$ cat src/rtl/cby_cfg_pkg.sv
// ============================================================================
// Module      : cby_cfg_pkg
// Description : Shared widths, select encoding and track mapping for the
//               Y-channel connection block.
// Revision    : 1.0
// ============================================================================
`default_nettype none

package cby_cfg_pkg;

    localparam int DEF_CHAN_W   = 9;
    localparam int DEF_NUM_IPIN = 11;
    localparam int DEF_MUX_SIZE = 6;
    localparam int DEF_STRIDE   = 4;
    localparam int DEF_ADDR_W   = $clog2(DEF_NUM_IPIN);
    localparam int DEF_SEL_W    = $clog2(DEF_MUX_SIZE + 1);

    // Select value 0 leaves the pin undriven (held low); k picks mux input k-1.
    localparam int DISCONNECT = 0;

    typedef struct packed {
        logic                 connected;
        logic [DEF_SEL_W-1:0] input_idx;
    } sel_dec_t;

    // Mux inputs come in bottom/top pairs; each pair shifts STRIDE tracks.
    function automatic int track_of(input int p, input int i,
                                    input int stride, input int chan_w);
        return (p + (i / 2) * stride) % chan_w;
    endfunction

endpackage

`default_nettype wire

$ cat src/rtl/cby_ipin_mux.sv
// ============================================================================
// Module      : cby_ipin_mux
// Description : Combinational pin selector; select 0 drives the pin low.
// Revision    : 1.0
// ============================================================================
`default_nettype none

module cby_ipin_mux
    import cby_cfg_pkg::*;
#(
    parameter int MUX_SIZE = DEF_MUX_SIZE,
    parameter int SEL_W    = DEF_SEL_W
) (
    input  logic [MUX_SIZE-1:0] i_in,
    input  logic [SEL_W-1:0]    i_sel,
    output logic                o_pin
);

    always_comb begin
        o_pin = 1'b0;
        for (int k = 0; k < MUX_SIZE; k++) begin
            if ((i_sel != SEL_W'(DISCONNECT)) && (i_sel == SEL_W'(k + 1))) begin
                o_pin = i_in[k];
            end
        end
    end

endmodule

`default_nettype wire

$ cat src/rtl/cby_param_cfg.sv
// ============================================================================
// Module      : cby_param_cfg
// Description : Y-channel connection block with shadow/active configuration
//               store, atomic commit, readback, ack and sticky error flag.
// Revision    : 1.0
// ============================================================================
`default_nettype none

module cby_param_cfg
    import cby_cfg_pkg::*;
#(
    parameter int CHAN_W   = DEF_CHAN_W,
    parameter int NUM_IPIN = DEF_NUM_IPIN,
    parameter int MUX_SIZE = DEF_MUX_SIZE,
    parameter int STRIDE   = DEF_STRIDE,
    parameter int ADDR_W   = DEF_ADDR_W,
    parameter int SEL_W    = DEF_SEL_W
) (
    input  logic                prog_clk,
    input  logic                prog_reset_n,
    input  logic [CHAN_W-1:0]   chany_bottom_in,
    input  logic [CHAN_W-1:0]   chany_top_in,
    output logic [CHAN_W-1:0]   chany_bottom_out,
    output logic [CHAN_W-1:0]   chany_top_out,
    output logic [NUM_IPIN-1:0] grid_pin,
    input  logic                cfg_we,
    input  logic [ADDR_W-1:0]   cfg_addr,
    input  logic [SEL_W-1:0]    cfg_wdata,
    input  logic                cfg_commit,
    input  logic [ADDR_W-1:0]   cfg_raddr,
    input  logic                cfg_rsrc,
    output logic [SEL_W-1:0]    cfg_rdata,
    output logic                cfg_ack,
    output logic                cfg_err,
    input  logic                cfg_err_clr
);

    localparam logic [ADDR_W:0] c_num_ipin = (ADDR_W + 1)'(NUM_IPIN);
    localparam logic [SEL_W:0]  c_max_sel  = (SEL_W + 1)'(MUX_SIZE);
    localparam logic [SEL_W-1:0] c_disc    = SEL_W'(DISCONNECT);

    logic [SEL_W-1:0]    shadow_q [NUM_IPIN];
    logic [SEL_W-1:0]    shadow_d [NUM_IPIN];
    logic [SEL_W-1:0]    active_q [NUM_IPIN];
    logic [SEL_W-1:0]    active_d [NUM_IPIN];
    logic [SEL_W-1:0]    rdata_q;
    logic [SEL_W-1:0]    rdata_d;
    logic                ack_q;
    logic                ack_d;
    logic                err_q;
    logic                err_d;

    logic                w_wr_ok;
    logic                w_wr_bad;
    logic [MUX_SIZE-1:0] w_mux_in [NUM_IPIN];

    assign chany_bottom_out = chany_top_in;
    assign chany_top_out    = chany_bottom_in;

    assign w_wr_ok  = cfg_we && ({1'b0, cfg_addr} < c_num_ipin)
                             && ({1'b0, cfg_wdata} <= c_max_sel);
    assign w_wr_bad = cfg_we && !w_wr_ok;

    always_comb begin
        shadow_d = shadow_q;
        for (int p = 0; p < NUM_IPIN; p++) begin
            if (w_wr_ok && (cfg_addr == ADDR_W'(p))) begin
                shadow_d[p] = cfg_wdata;
            end
        end
    end

    // Commit samples the pre-edge shadow, so a same-cycle write waits for the next commit.
    always_comb begin
        active_d = active_q;
        if (cfg_commit) begin
            active_d = shadow_q;
        end
    end

    always_comb begin
        rdata_d = c_disc;
        for (int p = 0; p < NUM_IPIN; p++) begin
            if (cfg_raddr == ADDR_W'(p)) begin
                rdata_d = cfg_rsrc ? active_q[p] : shadow_q[p];
            end
        end
    end

    always_comb begin
        ack_d = w_wr_ok;
        err_d = err_q;
        if (cfg_err_clr) begin
            err_d = 1'b0;
        end
        if (w_wr_bad) begin
            err_d = 1'b1;
        end
    end

    always_ff @(posedge prog_clk or negedge prog_reset_n) begin
        if (!prog_reset_n) begin
            for (int p = 0; p < NUM_IPIN; p++) begin
                shadow_q[p] <= c_disc;
                active_q[p] <= c_disc;
            end
            rdata_q <= '0;
            ack_q   <= 1'b0;
            err_q   <= 1'b0;
        end else begin
            shadow_q <= shadow_d;
            active_q <= active_d;
            rdata_q  <= rdata_d;
            ack_q    <= ack_d;
            err_q    <= err_d;
        end
    end

    assign cfg_rdata = rdata_q;
    assign cfg_ack   = ack_q;
    assign cfg_err   = err_q;

    generate
        for (genvar p = 0; p < NUM_IPIN; p++) begin : g_pin
            for (genvar i = 0; i < MUX_SIZE; i++) begin : g_in
                localparam int c_trk = track_of(p, i, STRIDE, CHAN_W);
                if ((i % 2) == 0) begin : g_bot
                    assign w_mux_in[p][i] = chany_bottom_in[c_trk];
                end else begin : g_top
                    assign w_mux_in[p][i] = chany_top_in[c_trk];
                end
            end

            cby_ipin_mux #(
                .MUX_SIZE (MUX_SIZE),
                .SEL_W    (SEL_W)
            ) u_mux (
                .i_in  (w_mux_in[p]),
                .i_sel (active_q[p]),
                .o_pin (grid_pin[p])
            );
        end
    endgenerate

endmodule

`default_nettype wire

$ cat config.mk
export PLATFORM = sky130hd
export DESIGN_NAME = cby_param_cfg
export DESIGN_NICKNAME = d
export VERILOG_FILES = /design/src/rtl/cby_cfg_pkg.sv /design/src/rtl/cby_ipin_mux.sv /design/src/rtl/cby_param_cfg.sv
export SDC_FILE = /design/constraint.sdc
export NUM_CORES = 1
export LEC_CHECK = 0
export BUFFER_PORTS_ARGS = -buffer_cell sky130_fd_sc_hd__buf_2
export CORE_ASPECT_RATIO = 0.7
export CORE_MARGIN = 10
export CORE_UTILIZATION = 35
export CTS_CLUSTER_SIZE = 14
export DETAILED_ROUTE_END_ITERATION = 6
export GPL_TIMING_DRIVEN = 1
export SYNTH_ARGS = -nofsm -noshare
export SYNTH_HDL_FRONTEND = slang
export SYNTH_SLANG_ARGS = --single-unit
$ cat constraint.sdc
create_clock -name prog_clk -period 2.17 [get_ports prog_clk]
set_clock_uncertainty 0.05 [all_clocks]
set_input_delay 0.434 -clock prog_clk [delete_from_list [all_inputs] [get_ports prog_clk]]
set_output_delay 0.434 -clock prog_clk [all_outputs]
set_load 0.02 [all_outputs]
; Word-level counts from Yosys, hierarchy flattened
; Cells that the tools add are included.
[classes]
muxes = 90
reduce_logical = 95
magnitude_cmp = 2
n_eq_ne = 86
[ops]
columns = op, n
row1 = $eq 3x3->1 const B, 33
row2 = $logic_and 1x1->1, 80
row3 = $mux 1, 68
row4 = $eq 3x2->1 const B, 22
row5 = $mux 3, 22
row6 = $eq 3x1->1 const B, 11
row7 = $reduce_bool 3->1, 11
row8 = $eq 4x3->1 const B, 8
row9 = $eq 4x4->1 const B, 6
row10 = $eq 4x2->1 const B, 4
row11 = $eq 4x1->1 const B, 2
row12 = $logic_not 4->1, 2
row13 = $lt 4x4->1 const B, 1
row14 = $le 3x3->1 const B, 1
row15 = $reduce_bool 2->1, 1
row16 = $logic_not 1->1, 1
[totals]
output_inout_bits = 34
inputBits = 35
elab_cells = 298
regBits = 71

; Longest topological paths before layout
; Gate-level depths: netlist of the first run.
[logic_depth]
depth_word = 12
ltp_mapped = 7
mapped_depth_nobuf = 4

; By module
; From an unflattened synthesis of the first run, not the netlist that was laid out.
[unflattened]
cells_unflattened = 335
area_unflattened_um2 = 4257.8
[by_module_without_submodules]
columns = module, seq_area_each_um2, cells_per_inst, n_inst, area_each_um2
row1 = cby_param_cfg, 1776.7, 280, 1, 3569.7
row2 = cby_ipin_mux, 0.0, 5, 11, 62.6

; Least setup slack after synthesis of the first run
; OpenSTA, ideal clock, no wires.
[synth_timing]
path_kind = input to register
start = input port cfg_raddr[0]
end = register rdata_q[2], in the netlist cfg_rdata[2]
t_required_ns = 1.989
stages = 5
path_buffers = 1
slack_ns = 0.423
setup_ns = 0.131
arrival_ns = 1.566
cell_sequence = buf_6 -> mux4_2 -> o2bb2ai_1 -> a2111oi_2 -> nor3_1
[synth_via]
elab_chain_len = 12
word_cells_on_any_way = 22
cone_classes = eq/ne (10) / mux (11) / reduce/logical (1)
[synth_rtl]
columns = item, line
row1 = from (decl), cby_param_cfg.sv:30  ; input logic [ADDR_W-1:0] cfg_raddr,
row2 = $logic_not 4->1, cby_param_cfg.sv:84  ; if (cfg_raddr == ADDR_W'(p)) begin
row3 = $mux 3 (10 in series), cby_param_cfg.sv:84
row4 = $mux 3 (*), cby_param_cfg.sv:84
row5 = named net rdata_d[2], cby_param_cfg.sv:47  ; logic [SEL_W-1:0] rdata_d;
row6 = to (signal assigned), cby_param_cfg.sv:113  ; rdata_q <= rdata_d;
row7 = to (decl), cby_param_cfg.sv:46  ; logic [SEL_W-1:0] rdata_q;
; The timed path passes the listed nets; every way through them passes the cells marked *.
; A chain may end at the register's enable or synchronous reset.

; Worst setup path after layout of the first run
[layout_timing]
start = register active_q[29] (netlist name)
end = output port grid_pin[1]
[layout_via]
elab_chain_len = 8
word_cells_on_any_way = 19
cone_classes = eq/ne (6) / mux (6) / reduce/logical (7)
[layout_rtl]
columns = item, line
row1 = from (decl), cby_param_cfg.sv:44  ; logic [SEL_W-1:0] active_q [NUM_IPIN];
row2 = "from (signal, indexed assignment)", cby_param_cfg.sv:105  ; active_q[p] <= c_disc;
row3 = from (signal assigned), cby_param_cfg.sv:112  ; active_q <= active_d;
row4 = $eq 3x1->1 or $reduce_bool 3->1 (tied branches), cby_ipin_mux.sv:22  ; if ((i_sel != SEL_W'(DISCONNECT)) && (i_sel == SEL_W'(k + 1))) begin
row5 = $logic_and 1x1->1, cby_ipin_mux.sv:22
row6 = $mux 1 (5 in series), cby_ipin_mux.sv:22
row7 = $mux 1 (*), cby_ipin_mux.sv:22
row8 = to (decl), cby_param_cfg.sv:25  ; output logic [NUM_IPIN-1:0] grid_pin,
; Every way passes the cells marked *; elsewhere a longest branch is shown, timed or not.

==> impl_metrics.yaml, run 1 <==
global_routing:
  antenna_found_initial: 0
  grt_usage_pct: 15.01
  grt_pass1_wl_um: 20360
  gr-total-overflow: 0
  first_global_vias: 3469
  grt_max_degree: 72
critical_path:
  crit_type: "flip-flop to output pin"
  endpoint_kind: "output pin"
  crit_chain: "mux2i_1 -> nor2_1 -> a311oi_1 -> a21oi_1 -> buf_2"
  ff2ff_path_depth: 4
  worstReg2RegStart: "active_q[29]"
  rrSetupSlack_ns: 0.39
  cpPeakStageDelay_ns: 0.52
  cp.arrival_ns: 1.58
  critPathSlowestCell: "dfrtp_1"
  critPathRequiredTime_ns: 1.69
  crit_start: "active_q[29]"
  start_kind: "flip-flop"
  worst_r2r_endpoint: "cfg_rdata[2]"
  crit_fanout: 6
cts:
  clk_pin_slew_ns: 0.05
  cts_tree: "yes"
  cts_resized: 0
  root_buffer: "clkbuf_16"
  clk_latency_ns: 0.34
  postCtsSetupBuffers: 0
  htree_levels: 3
  hold_buffers: 0
  cts.sinks: 71
  numCtsBuffers: 9
  cts.path.max_buffers: 2
route:
  met2_length_um: 5093
  final_antenna_net_count: 0
  drc: 0
  dr.pass1.iters: 4
  met1_length_um: 6489
  met3_length_um: 924
  wire_per_inst_um: 20.79
  drt-vias-per-instance: 5.405
  wl_um: 12620
  drtIter0Drc: 192
  top_layer_used: "met4"
  via_count: 3281
finish:
  final_common_cell: "buf_2"
  num-nets-final: 481
  final_cell_mix: "buf_2 (68), dfrtp_1 (67), mux2_2 (52)"
  syn2layout_area_growth_pct: 14.69
  final_util_pct: 41.52
  seq_area_mm2: 0.001782
  drive_above_1_share_pct: 34.89
  antenna_cells: 0
  multi_input_area_mm2: 0.002088
  final.fill_count: 1182
sta:
  min_period_ns: 2.068
  setup_viol: 0
  worst_pin_slew_ns: 0.4502
  max_freq_ghz: 0.4835
  hold_viol: 0
  slew_headroom_pct: 69.76
  rsz0062_at_grt: "false"
  min_period_over_period_pct: 95.31
  setup_tns_ns: 0
  setup_ws_ns: 0.1017
  slew_violations: 0
power:
  p_leak_uw: 0.002217
  vdd_drop_max_uv: 507.2
  power.density_mw_per_mm2: 980.1
  power.total_uw: 4806
yosys:
  ys.flop_type: "dfrtp_1"
  synth.avg_cell_area_um2: 10.48
  ys.warnings.count: 0
  ys_types: 44
  seq_area_frac_synth_pct: 41.56
  syn_nets: 443
  netlist_area_mm2: 0.004275
  synth-seq-cells: 71
  synth_edf_count: 0
  netlist_instances: 408
  async_flop_share_pct: 100.0
floorplan:
  io_pins: 69
  die_w_um: 152.1
  initial_utilization_pct: 36.20
  die_area_mm2: 0.01711
  fp.coreArea_mm2: 0.01181
  dieHeight_um: 112.5
  fp-row-count: 33
placement:
  gp_routability_congestion: 0.9287
  post-dp-hpwl_um: 9643
  io_buffer_count: 68
  post-place-ws_ns: 0.2279
hold_path:
  hold_path.class: "input port to async pin"
job:
  drv_cap: 0
run_status:
  outcome: "finished clean"
[metal layers]
metal / track usage (%) / vias to the layer above
met5: 0 / -
li1: - / 1520
met4: 3.647 / 0
met1: 21.98 / 1648
met2: 20.69 / 100
met3: 4.653 / 13
[sequential cells by signal, summed over array words and instances (netlist names)]
name,flops
active_q,33
shadow_q,33
cfg_rdata,3
cfg_ack,1
cfg_err,1
[synthesized netlist by cell type (all sizes together), types with 2 or more instances]
cell	n	area, um2
buf	35	271.5
a211oi	4	30.03
o22a	7	61.31
nor3b	2	15.01
o22ai	3	18.77
nand3	4	20.02
nand2b	4	25.02
and3	2	12.51
a31oi	5	31.28
and2	2	12.51
o2bb2ai	2	17.52
dfrtp	71	1777
nor2	21	78.83
mux4	4	90.09
nand2	31	116.4
inv	19	71.32
nor2b	8	50.05
a21oi	15	75.07
mux2i	44	440.4
o21ai	18	90.09
clkbuf	18	67.56
mux2	53	596.8
o221ai	3	26.28
nor4	3	18.77
nor3	4	20.02
a311oi	11	96.34
[how the worst max path moves through the flow]
stage                        end  slack [ns]  cells past startpoint
floorplan           cfg_rdata[2]        0.42                      5
global placement    cfg_rdata[0]        0.26                      6
detailed placement  cfg_rdata[0]        0.23                      6
CTS                  grid_pin[6]        0.05                      5
global route         grid_pin[4]       0.001                      5
finish               grid_pin[1]        0.10                      5
[worst max-delay path: cells and delay by family, from the launching register on]
kind | cells | cell delay, ns
flops | 1 | 0.52
buf+inv | 1 | 0.16
mux | 1 | 0.22
compound gates | 2 | 0.30
simple gates | 1 | 0.05
[area by class of cell]
class / instances / share of cell area (%)
Clock buffer: 11 / 5.154
Clock inverter: 4 / 0.9186
Inverter: 19 / 1.454
Multi-Input combinational cell: 265 / 42.59
Sequential cell: 71 / 36.34
Tap cell: 157 / 4.006
Timing Repair Buffer: 80 / 9.543
[per-stage QoR]
step / cells / hold slack, ns / instance area [um2]
2_1_floorplan: 408 / 0.08841 / 4275
3_3_place_gp: 592 / 0.4375 / 4601
3_5_place_dp: 592 / 0.4457 / 4601
4_1_cts: 607 / 0.08754 / 4898
5_1_grt: 607 / 0.1049 / 4903
6_report: 607 / 0.04593 / 4903
[cells by family after synthesis]
logic type / Yosys count / synth area share [%]
AOI/OAI and AO/OA: 75 / 12.00
buffers and inverters: 72 / 9.599
muxes: 101 / 26.37
DFF: 71 / 41.56
and+or+nand+nor: 89 / 10.48
[report_power, final]
| group | internal [uW] | switching (uW) | total, uW |
|---|---|---|---|
| Clock | 939 | 549 | 1490 |
| Combinational | 627 | 660 | 1290 |
| Sequential | 1650 | 384 | 2030 |
No activity file was read; power rests on OpenSTA's default activity.
==> inputs of run 2 (changes only) <==
--- a/config.mk
+++ b/config.mk
@@ -12,6 +12,7 @@
 export CTS_CLUSTER_SIZE = 14
 export DETAILED_ROUTE_END_ITERATION = 6
 export GPL_TIMING_DRIVEN = 1
+export RECOVER_POWER = 100
 export SYNTH_ARGS = -nofsm -noshare
 export SYNTH_HDL_FRONTEND = slang
 export SYNTH_SLANG_ARGS = --single-unit
==> impl_metrics.yaml, run 2 (synthesis results as in run 1) <==
placement:
  gp_routability_congestion: 0.9287
  post-dp-hpwl_um: 9643
  post-place-ws_ns: 0.2279
  place_area_mm2: 0.004601
  io_buffer_count: 68
route:
  wl_um: 12600
  via_count: 3255
  wire_per_inst_um: 20.76
  final_antenna_net_count: 0
  drt-vias-per-instance: 5.362
  drtIter0Drc: 178
  dr.pass1.iters: 4
  drc: 0
floorplan:
  fp-row-count: 33
  initial_utilization_pct: 36.20
  fp.coreArea_mm2: 0.01181
  die_w_um: 152.1
  io_pins: 69
  die_area_mm2: 0.01711
  dieHeight_um: 112.5
global_routing:
  grt_usage_pct: 15.01
  first_global_vias: 3469
  grt_pass1_wl_um: 20360
  grt_max_degree: 72
  antenna_found_initial: 0
  gr-total-overflow: 0
power:
  internal_power_uw: 3190
  p_switching_uw: 1589
  vdd_drop_max_uv: 507.1
  p_leak_uw: 0.002116
  power.density_mw_per_mm2: 992.4
  power.total_uw: 4779
  clockPowerShare_pct: 31.1
  power_frac_comb_pct: 26.4
  sw_frac_of_total_pct: 33.25
  seqPwrFrac_pct: 42.5
finish:
  drive_above_1_share_pct: 28.22
  syn2layout_area_growth_pct: 12.64
  antenna_cells: 0
  final_common_cell: "dfrtp_1"
  stdcell_area_mm2: 0.004816
  final_util_pct: 40.78
  final_cell_mix: "dfrtp_1 (67), mux2_2 (52), mux2i_1 (44)"
  num-nets-final: 481
critical_path:
  crit_fanout: 6
  cpPeakStageDelay_ns: 0.53
  endpoint_kind: "output pin"
  rrSetupSlack_ns: 0.30
  worst-path-buf-inv: 1
  crit_type: "flip-flop to output pin"
  ff2ff_path_depth: 4
  critPathRequiredTime_ns: 1.69
  crit_family: "flip-flops"
  cp.arrival_ns: 1.60
  critPathSlowestCell: "dfrtp_1"
  crit_chain: "mux2i_1 -> nor2_1 -> a311oi_1 -> a21oi_1 -> buf_2"
  crit_cells: 5
  start_kind: "flip-flop"
sta:
  slew_violations: 72
  worst_pin_slew_ns: 1.639
  setup_ws_ns: 0.09061
  slew_headroom_pct: -9.243
  setup_viol: 0
  min_period_over_period_pct: 95.82
  hold_viol: 0
  rsz0062_at_grt: "false"
  setup_tns_ns: 0
  max_freq_ghz: 0.4809
  min_period_ns: 2.079
cts:
  cts.path.max_buffers: 2
  cts_tree: "yes"
  htree_levels: 3
  root_buffer: "clkbuf_16"
  postCtsSetupBuffers: 0
  numCtsBuffers: 9
  clk_pin_slew_ns: 0.06
  hold_buffers: 0
  cts.sinks: 71
  clk_latency_ns: 0.34
  cts_resized: 0
run_status:
  violations: "max-capacitance violations, max-slew violations"
  outcome: "finished, violations left"
hold_path:
  hold_path.class: "input port to flip-flop"
  hold_depth: 2
job:
  drv_cap: 1
run 2: metal layers:
| layer | vias up | GRT usage (%) | routed length, um |
|---|---|---|---|
| met5 | - | 0 | 0 |
| met4 | 0 | 3.647 | 158 |
| met3 | 17 | 4.653 | 1224 |
| met2 | 107 | 20.69 | 5085 |
| met1 | 1615 | 21.98 | 6132 |
| li1 | 1516 | - | - |
run 2: power groups by stage:
stage | Combinational (uW) | Clock [uW] | Sequential, uW
after global placement | 1270 | 0 | 2030
after CTS | 1300 | 1520 | 2020
after global routing | 1400 | 1590 | 2080
final | 1260 | 1480 | 2030
after detailed placement | 1290 | 0 | 2040
after floorplan | 1100 | 0 | 1870
run 2: path summary, 6_finish.rpt:
path                              start            to
setup / recovery           active_q[29]   grid_pin[1]
hold / removal              cfg_err_clr       cfg_err
setup reg to reg           active_q[29]  cfg_rdata[2]
hold reg to reg            shadow_q[19]  active_q[19]
max in group asynchronous  prog_reset_n   active_q[7]
min in group asynchronous  prog_reset_n   active_q[2]
run 2: final cells by class:
| type | instances | area, um2 |
|---|---|---|
| Clock buffer | 11 | 252.7 |
| Clock inverter | 4 | 45.04 |
| Fill cell | 1208 | 6993 |
| Inverter | 19 | 71.32 |
| Multi-Input combinational cell | 265 | 2076 |
| Sequential cell | 71 | 1782 |
| Tap cell | 157 | 196.4 |
| Timing Repair Buffer | 80 | 392.9 |
run 2: per-stage QoR:
step / hold WS (ns) / std cells
floorplan: 0.08841 / 408
global placement: 0.4375 / 592
detailed placement: 0.4457 / 592
CTS: 0.08754 / 607
global route: 0.2227 / 607
finish: 0.2326 / 607
==> inputs of run 3 (changes only) <==
--- a/config.mk
+++ b/config.mk
@@ -13,6 +13,7 @@
 export DETAILED_ROUTE_END_ITERATION = 6
 export GPL_TIMING_DRIVEN = 1
 export RECOVER_POWER = 100
+export SKIP_LAST_GASP = 1
 export SYNTH_ARGS = -nofsm -noshare
 export SYNTH_HDL_FRONTEND = slang
 export SYNTH_SLANG_ARGS = --single-unit
==> constraint.sdc (replaced) <==
create_clock -name prog_clk -period 2.3 [get_ports prog_clk]
set_clock_uncertainty 0.05 [all_clocks]
set_input_delay 0.46 -clock prog_clk [delete_from_list [all_inputs] [get_ports prog_clk]]
set_output_delay 0.46 -clock prog_clk [all_outputs]
set_load 0.02 [all_outputs]
==> impl_metrics.yaml, run 3 (synthesis results as in run 1) <==
power:
  vdd_drop_max_uv: 491.3
  p_leak_uw: 0.002116
  power.density_mw_per_mm2: 982.1
floorplan:
  io_pins: 69
  fp-row-count: 33
  initial_utilization_pct: 36.20
  dieHeight_um: 112.5
  fp.coreArea_mm2: 0.01181
  die_w_um: 152.1
  die_area_mm2: 0.01711
global_routing:
  gr-total-overflow: 0
  grt_max_degree: 51
  antenna_found_initial: 0
  grt_usage_pct: 15.08
  grt_pass1_wl_um: 20550
  first_global_vias: 3375
sta:
  min_period_ns: 2.183
  setup_viol: 0
  setup_tns_ns: 0
  hold_viol: 0
  max_freq_ghz: 0.4581
  slew_headroom_pct: 42.49
  setup_ws_ns: 0.1172
  worst_pin_slew_ns: 0.8626
  min_period_over_period_pct: 94.90
  slew_violations: 0
  rsz0062_at_grt: "false"
route:
  wire_per_inst_um: 21.37
  final_antenna_net_count: 0
  drtIter0Drc: 238
  wl_um: 12910
  drc: 0
  drt-vias-per-instance: 5.465
  dr.pass1.iters: 5
  via_count: 3301
critical_path:
  worstReg2RegStart: "active_q[29]"
  start_kind: "flip-flop"
  critPathRequiredTime_ns: 1.79
  ff2ff_path_depth: 4
  crit_type: "flip-flop to output pin"
  endpoint_kind: "output pin"
  rrSetupSlack_ns: 0.40
  cp.arrival_ns: 1.67
  worst_r2r_endpoint: "cfg_rdata[2]"
  crit_fanout: 5
cts:
  cts_resized: 0
  cts.sinks: 71
  numCtsBuffers: 9
  clk_pin_slew_ns: 0.06
  cts.path.max_buffers: 2
  root_buffer: "clkbuf_16"
  cts_tree: "yes"
  clk_latency_ns: 0.33
  htree_levels: 3
finish:
  syn2layout_area_growth_pct: 13.40
  final_common_cell: "dfrtp_1"
  antenna_cells: 0
  num-nets-final: 478
  final_cell_mix: "dfrtp_1 (71), mux2_2 (52), mux2i_1 (44)"
  final.fill_count: 1194
  drive_above_1_share_pct: 25.73
placement:
  post-place-ws_ns: 0.06564
  gp_routability_congestion: 0.8798
  io_buffer_count: 68
  post-dp-hpwl_um: 10190
hold_path:
  hold_depth: 2
  hold_end: "cfg_err"
  min_from: "cfg_err_clr"
  hold_path.class: "input port to flip-flop"
run_status:
  outcome: "finished clean"
job:
  drv_cap: 0
[run 3: changes by cell type in the layout (fill, tap and decap cells not counted), moves of 2 or more]
| cell | previous run | this run |
|---|---|---|
| buf_2 | 38 | 31 |
| buf_4 | 5 | 3 |
| dfrtp_2 | 4 | 0 |
| clkbuf_1 | 28 | 33 |
| clkinv_2 | 3 | 0 |
| dfrtp_1 | 67 | 71 |
| bufinv_16 | 1 | 3 |
[run 3: critical path, cell delays in order, from the launching register on]
cell	delay [ns]
dfrtp_1	0.45
mux2i_1	0.24
nor2_1	0.07
a311oi_1	0.31
a21oi_1	0.10
clkbuf_2	0.17
[run 3: per-stage QoR]
step | utilization (%) | cell area, um2 | std cells | total power [uW] | hold slack, ns
2_1_floorplan | - | 4275 | 408 | 2799 | 0.1144
3_3_place_gp | 38.71 | 4571 | 588 | 3147 | 0.2900
3_5_place_dp | 38.71 | 4571 | 588 | 3175 | 0.2900
4_1_cts | 41.72 | 4927 | 604 | 4810 | 0.2591
5_1_grt | 41.06 | 4848 | 604 | 5015 | 0.2616
6_report | 41.06 | 4848 | 604 | 4762 | 0.2655
[run 3: how the worst max path moves through the flow]
stage	startpoint	endpoint	slack, ns
6_report	active_q[32]	grid_pin[0]	0.12
5_1_grt	active_q[29]	grid_pin[1]	0.01
4_1_cts	active_q[32]	grid_pin[0]	0.13
3_5_place_dp	cfg_wdata[0]	shadow_q[1]	0.07
3_3_place_gp	cfg_wdata[0]	shadow_q[0]	0.22
2_1_floorplan	cfg_raddr[0]	cfg_rdata[2]	0.53
[run 3: cell type report]
class	count	area [um2]	area share (%)
sequential	71	1777	36.65
tap	157	196.4	4.052
multi-input combinational	265	2082	42.94
timing repair buffer	77	375.4	7.742
inverter	19	71.32	1.471
clock inverter	3	90.09	1.858
clock buffer	12	256.5	5.290
[run 3: power breakdown]
group / internal, uW / leakage (uW) / total, uW / switching (uW)
sequential: 1550 / 0.000883 / 1950 / 401
clock: 1110 / 0.000169 / 1620 / 510
combinational: 565 / 0.00106 / 1190 / 625
total: 3230 / 0.00212 / 4760 / 1540
[run 3: timing repair]
action	CTS	global route
setup buffers	0	0
hold endpoints to repair	7	0
hold buffers	1	0
[run 3: layer usage]
metal / wire length (um) / up-vias / GRT usage, %
li1: - / 1529 / -
met3: 839 / 13 / 4.157
met5: 0 / - / 0
met1: 6613 / 1644 / 21.56
met2: 5308 / 115 / 21.88
met4: 144 / 0 / 3.647
